**src/rtl/spi_slave.sv**
```systemverilog
// spi_slave: SPI responder for the far end of the SPI master link.
//
// SCLK, CS_n and MOSI are oversampled by i_clk through SYNC_STAGES-deep
// synchronizers. Edges of the synchronized SCLK are classified as leading or
// trailing against the CPOL captured at CS_n assertion, and mapped to
// sample/drive edges by the captured CPHA. Words are MSB-first.
//
// Ports:
//   i_clk, i_rst        system clock, synchronous active-high reset
//   i_cpol, i_cpha      SPI mode, captured when CS_n asserts
//   i_sclk, i_cs_n      asynchronous SPI clock and chip select (active-low)
//   i_mosi              asynchronous master-out data
//   o_miso, o_miso_oe   slave-out data and its output enable (ACTIVE only)
//   i_tx_data/valid     write into the one-entry transmit holding buffer
//   o_tx_rdy            holding buffer empty
//   o_rx_data/valid     last received word, one-cycle update strobe
//   o_tx_underrun       one-cycle pulse when a word load finds the buffer empty
//   o_busy              frame in progress (ACTIVE)
module spi_slave #(
  parameter int DATA_WIDTH  = 8,
  parameter int SYNC_STAGES = 2
) (
  input  logic                  i_clk,
  input  logic                  i_rst,
  input  logic                  i_cpol,
  input  logic                  i_cpha,
  input  logic                  i_sclk,
  input  logic                  i_cs_n,
  input  logic                  i_mosi,
  output logic                  o_miso,
  output logic                  o_miso_oe,
  input  logic [DATA_WIDTH-1:0] i_tx_data,
  input  logic                  i_tx_valid,
  output logic                  o_tx_rdy,
  output logic [DATA_WIDTH-1:0] o_rx_data,
  output logic                  o_rx_valid,
  output logic                  o_tx_underrun,
  output logic                  o_busy
);

  localparam int CNT_W = $clog2(DATA_WIDTH);
  localparam logic [CNT_W-1:0] LAST_BIT = CNT_W'(DATA_WIDTH - 1);

  typedef enum logic [1:0] {
    WAIT_CS_HIGH,
    IDLE,
    ACTIVE
  } state_t;

  state_t                 state;
  logic [SYNC_STAGES-1:0] sclk_sync;
  logic [SYNC_STAGES-1:0] cs_sync;
  logic [SYNC_STAGES-1:0] mosi_sync;
  logic                   sclk_d;
  logic                   cpol_q;
  logic                   cpha_q;
  logic [CNT_W-1:0]       bit_cnt;
  logic [DATA_WIDTH-1:0]  rx_shift;
  logic [DATA_WIDTH-1:0]  tx_shift;
  logic [DATA_WIDTH-1:0]  tx_buf;
  logic                   buf_full;
  logic                   rx_done_p1;

  logic sclk_s;
  logic cs_s;
  logic mosi_s;
  logic lead_edge;
  logic trail_edge;
  logic sample_edge;
  logic drive_edge;
  logic tx_load;
  logic tx_shift_en;

  // Input synchronizers; sclk_d is the extra flop for edge detection
  always_ff @(posedge i_clk) begin
    if (i_rst) begin
      sclk_sync <= '0;
      cs_sync   <= '0;
      mosi_sync <= '0;
      sclk_d    <= 1'b0;
    end else begin
      sclk_sync <= {sclk_sync[SYNC_STAGES-2:0], i_sclk};
      cs_sync   <= {cs_sync[SYNC_STAGES-2:0], i_cs_n};
      mosi_sync <= {mosi_sync[SYNC_STAGES-2:0], i_mosi};
      sclk_d    <= sclk_sync[SYNC_STAGES-1];
    end
  end

  always_comb begin
    sclk_s      = sclk_sync[SYNC_STAGES-1];
    cs_s        = cs_sync[SYNC_STAGES-1];
    mosi_s      = mosi_sync[SYNC_STAGES-1];
    lead_edge   = (sclk_d == cpol_q) && (sclk_s != cpol_q);
    trail_edge  = (sclk_d != cpol_q) && (sclk_s == cpol_q);
    sample_edge = cpha_q ? trail_edge : lead_edge;
    drive_edge  = cpha_q ? lead_edge : trail_edge;
    // A drive edge seen with the counter at 0 starts a new word in both
    // phases: for CPHA=1 it is the word's first leading edge, for CPHA=0 it
    // is the trailing edge right after the previous word's last sample.
    tx_load     = ((state == IDLE) && !cs_s && !i_cpha) ||
                  ((state == ACTIVE) && !cs_s && drive_edge && (bit_cnt == '0));
    tx_shift_en = (state == ACTIVE) && !cs_s && drive_edge && (bit_cnt != '0);
  end

  // Frame control, shift registers and transmit buffer
  always_ff @(posedge i_clk) begin
    if (i_rst) begin
      state         <= WAIT_CS_HIGH;
      cpol_q        <= 1'b0;
      cpha_q        <= 1'b0;
      bit_cnt       <= '0;
      rx_shift      <= '0;
      tx_shift      <= '0;
      tx_buf        <= '0;
      buf_full      <= 1'b0;
      rx_done_p1    <= 1'b0;
      o_rx_data     <= '0;
      o_rx_valid    <= 1'b0;
      o_tx_underrun <= 1'b0;
    end else begin
      rx_done_p1    <= 1'b0;
      o_rx_valid    <= rx_done_p1;
      o_tx_underrun <= 1'b0;
      if (rx_done_p1) begin
        o_rx_data <= rx_shift;
      end

      case (state)
        WAIT_CS_HIGH: begin
          if (cs_s) begin
            state <= IDLE;
          end
        end
        IDLE: begin
          if (!cs_s) begin
            state   <= ACTIVE;
            cpol_q  <= i_cpol;
            cpha_q  <= i_cpha;
            bit_cnt <= '0;
          end
        end
        ACTIVE: begin
          if (cs_s) begin
            state <= IDLE;
          end else if (sample_edge) begin
            rx_shift   <= {rx_shift[DATA_WIDTH-2:0], mosi_s};
            bit_cnt    <= (bit_cnt == LAST_BIT) ? '0 : bit_cnt + 1'b1;
            rx_done_p1 <= (bit_cnt == LAST_BIT);
          end
        end
        default: state <= WAIT_CS_HIGH;
      endcase

      if (tx_load) begin
        tx_shift      <= buf_full ? tx_buf : '0;
        o_tx_underrun <= !buf_full;
        buf_full      <= 1'b0;
      end else if (tx_shift_en) begin
        tx_shift <= {tx_shift[DATA_WIDTH-2:0], 1'b0};
      end

      // Placed after the load so a same-cycle write refills the buffer
      if (i_tx_valid && !buf_full) begin
        tx_buf   <= i_tx_data;
        buf_full <= 1'b1;
      end
    end
  end

  assign o_busy    = (state == ACTIVE);
  assign o_miso_oe = (state == ACTIVE);
  assign o_miso    = (state == ACTIVE) ? tx_shift[DATA_WIDTH-1] : 1'b0;
  assign o_tx_rdy  = !buf_full;

endmodule

```
**config.mk**
```make
export PLATFORM = sky130hd
export DESIGN_NAME = spi_slave
export DESIGN_NICKNAME = d
export VERILOG_FILES = /design/src/rtl/spi_slave.sv
export SDC_FILE = /design/constraint.sdc
export NUM_CORES = 1
export LEC_CHECK = 0
export ABC_CLOCK_PERIOD_IN_PS = 3000
export CAP_MARGIN = 15
export CORE_MARGIN = 5
export CORE_UTILIZATION = 40
export DETAILED_ROUTE_END_ITERATION = 6
export PLACE_DENSITY_LB_ADDON = 0.25
export REMOVE_ABC_BUFFERS = 1
export SLEW_MARGIN = 20
export SYNTH_ARGS = -nofsm -noshare
export SYNTH_HDL_FRONTEND = slang
export SYNTH_SLANG_ARGS = --single-unit
```
**constraint.sdc**
```tcl
create_clock -name i_clk -period 3 [get_ports i_clk]
set_input_delay 0.3 -clock i_clk [delete_from_list [all_inputs] [get_ports i_clk]]
set_output_delay 0.3 -clock i_clk [all_outputs]
set_load 0.05 [all_outputs]
```
==> impl_metrics.csv <==
group,metric,value,unit
timing,skew,5.970,ps
timing,slew_headroom,40.28,%
setup_path,path_depth,4,
cells_and_area,final_cell_mix,"dfxtp_1 (50), clkdlybuf4s50_1 (28), mux2i_1 (22), nor2_1 (20), a21oi_1 (18)",
timing,fin_crit_sh,77.51,%
cells_and_area,final_cells,321,
setup_path,cp-end-kind,"output port",
die,die_y,83.12,µm
routing,dr_total_vias,1596,
timing,tightestPinTransition,894.0,ps
power_and_ir_drop,internal_power,903.3,µW
global_routing,first_global_vias,1540,
routing,vias_per_cell,4.972,
routing,routedWlPerCell,12.35,µm
power_and_ir_drop,powerDensity,463.0,nW/µm²
timing,fin_tns_setup,0,ps
global_routing,grt.total_usage,11.68,%
synthesis,synth_cells,228,
place,port_buffers,29,
global_routing,grt.overflow.total,0,
setup_path,critical_path_class,"reg2out",
cts,clk_latency,290,ps
routing,wl,3964,µm
min_path,min-delay-path-class,"reg2reg",
die,fp-row-count,26,
die,die_w,83.12,µm
timing,min_period,2325,ps
timing,slew_viol_final,0,
power_and_ir_drop,power.share.switching,22.96,%
global_routing,grt_max_degree,45,
setup_path,crit_fanout,8,
cts,clkTransAtPathRegs,90,ps
cts,cts.sinks,50,
cells_and_area,antenna_cells,0,
routing,drt-pass1-iter-count,4,
timing,setup_viol,0,
die,core,5140,µm²
cells_and_area,num-nets-final,269,
power_and_ir_drop,pwr-share-clk,34.1,%
min_path,whs_path_depth,1,
power_and_ir_drop,p_seq_share,58.6,%
place,post-place-ws,800.9,ps
cells_and_area,layout-area-overhead-vs-synth,18.43,%
status,status,"completed",
die,start_util,41.60,%
synthesis,avgSynthCellArea,9.379,µm²
power_and_ir_drop,leakage,0.0009193,µW
setup_path,arrival,2030,ps
global_routing,grt_pass1_wl,6886,µm
synthesis,synthesis.area,2138,µm²
synthesis,synth_warnings,0,
cts,cts_tree,"yes",
timing,hold_ws,449.2,ps
synthesis,seq_area_frac_synth,46.81,%
die,die-area,6908,µm²
synthesis,synthTopCellsByArea,"dfxtp_1 (47%), mux2i_1 (10%), nor2b_1 (5.0%)",
setup_path,required,2700,ps
synthesis,synth.distinct_cells,32,
routing,postRouteAntennaNets,0,
cells_and_area,layout-drive-gt1-share,8.367,%
routing,drt_iter0_drc,91,
routing,drc,0,
die,pin_count,30,
setup_path,cp-endpoint,"o_miso",
power_and_ir_drop,power.net_switching,269.2,µW
setup_path,cp_top_family,"buffers and inverters",
setup_path,reg2reg_to,"tx_shift[6]$_SDFFE_PP0P_",
place,dp_cells,313,
cts,cts_max_level,2,
power_and_ir_drop,peakVddDrop,0.0001740,V
setup_path,worst_path_max_delay_cell,"clkdlybuf4s50_1",
setup_path,path_cells,"nand2b_1, inv_1, and2_1, clkdlybuf4s50_1",
power_and_ir_drop,finalPower,1173,µW
cts,cts_made_buffers,5,
setup_path,startpoint,"state[1]$_SDFFE_PP0P_",
place,dp_hpwl,2646,µm
timing,setup_slack,674.7,ps
cells_and_area,fillCellCount,523,
synthesis,synth_top_area_share,46.81,%
cts,post-cts-setup-buffers,0,
cts,ctsHoldBuffers,0,
cts,cts-root-buf,"clkbuf_8",
timing,rsz0062_at_grt,"no",
timing,fmax,430.1,MHz
setup_path,slowest_delay,800,ps
power_and_ir_drop,power_frac_comb,7.3,%
run,max-cap-violations,0,
place,gp_congestion,0.7297,
setup_path,crit_buf_inv,2,
synthesis,yosysTopAreaCell,"dfxtp_1",
setup_path,startpoint_type,"register",
cells_and_area,final_common_cell,"dfxtp_1",
timing,hold_violations,0,
cts,ctsResizeCount,0,
setup_path,ff2ff_path_depth,4,
global_routing,antenna_found_initial,0,
synthesis,ys_ff_latch,50,
setup_path,r2r_setup_slack,1150,ps
setup_path,r2r_start,"cpha_q$_SDFFE_PP0N_",
cts,clock_path_buffers,2,
## cell families (layout without fill, tap and decap cells)
family	Yosys count	count (layout)	share of synthesized area [%]
and+or+nand+nor	83	83	20.66
DFF	50	50	46.81
AOI/OAI and AO/OA	39	39	10.42
muxes	30	30	14.51
buffers and inverters	21	44	5.033
adders and majority gates	3	3	1.756
xor gates and xnor gates	2	2	0.8193
## per-stage QoR
step | util (%) | instance area [µm²]
2_1_floorplan | - | 2049
3_5_place_dp | 47.42 | 2437
4_1_cts | 49.27 | 2532
3_3_place_gp | 47.42 | 2437
5_1_grt | 49.27 | 2532
6_report | 49.27 | 2532
## Yosys cell counts
cell      count
dfxtp_1      50
mux2i_1      22
nor2_1       20
a21oi_1      18
nor2b_1      17
nand3_1      16
nand2_1      11
o21ai_0      10
a21o_1        8
mux2_2        8
clkbuf_1      7
nand2b_1      6
inv_1         5
buf_1         3
buf_6         3
ha_1          3
nor3_1        3
buf_2         2
nor4b_1       2
xnor2_1       2
a211oi_1      1
a311oi_1      1
a31oi_1       1
and2_1        1
and4bb_2      1
buf_4         1
nand4_1       1
nor3b_1       1
nor4bb_1      1
or3b_2        1
or4_1         1
or4b_1        1
## flip-flops by register name, summed over array words and instances, names as in the netlist
signal         count
o_tx_underrun      1
sclk_d             1
buf_full           1
cpol_q             1
cpha_q             1
o_rx_valid         1
bit_cnt            3
state              2
tx_buf             8
tx_shift           8
rx_shift           8
rx_done_p1         1
o_rx_data          8
sclk_sync          2
cs_sync            2
mosi_sync          2
## power by group through the flow
stage / registers [µW] / clock network, µW / logic [µW]
global route: 690 / 444 / 94.2
detailed placement: 703 / 0 / 86.5
floorplan: 700 / 0 / 43.2
finish: 688 / 399 / 85.5
CTS: 688 / 416 / 87.0
global placement: 703 / 0 / 85.7
## worst min-delay path by stage
stage                       startpoint                 endpoint  slack, ps
4_1_cts        mosi_sync[0]$_SDFF_PP0_  mosi_sync[1]$_SDFF_PP0_        450
5_1_grt        mosi_sync[0]$_SDFF_PP0_  mosi_sync[1]$_SDFF_PP0_        470
3_5_place_dp     cs_sync[0]$_SDFF_PP0_    cs_sync[1]$_SDFF_PP0_        430
3_3_place_gp   mosi_sync[0]$_SDFF_PP0_  mosi_sync[1]$_SDFF_PP0_        420
6_report       mosi_sync[0]$_SDFF_PP0_  mosi_sync[1]$_SDFF_PP0_        450
2_1_floorplan                    i_rst  bit_cnt[2]$_SDFFE_PP0P_        370
## cell type report
| type | instances | area [µm²] | share of cell area (%) |
|---|---|---|---|
| clock buffers | 6 | 82.58 | 3.261 |
| clock inverters | 2 | 12.51 | 0.4941 |
| inverters | 5 | 18.77 | 0.7411 |
| multi-input cells | 157 | 1030 | 40.66 |
| flip-flops and latches | 50 | 1001 | 39.53 |
| well taps | 70 | 87.58 | 3.458 |
| repair buffers | 31 | 300.3 | 11.86 |
## layer usage
metal | GRT usage, % | vias to the layer above | share of wire [%]
met5 | 0 | - | 0
met4 | 4.309 | 0 | 1.1
met2 | 19.17 | 24 | 46
li1 | - | 824 | -
met3 | 2.673 | 5 | 3.9
met1 | 14.92 | 743 | 49
Note: power is estimated with default switching activity, not from simulation.
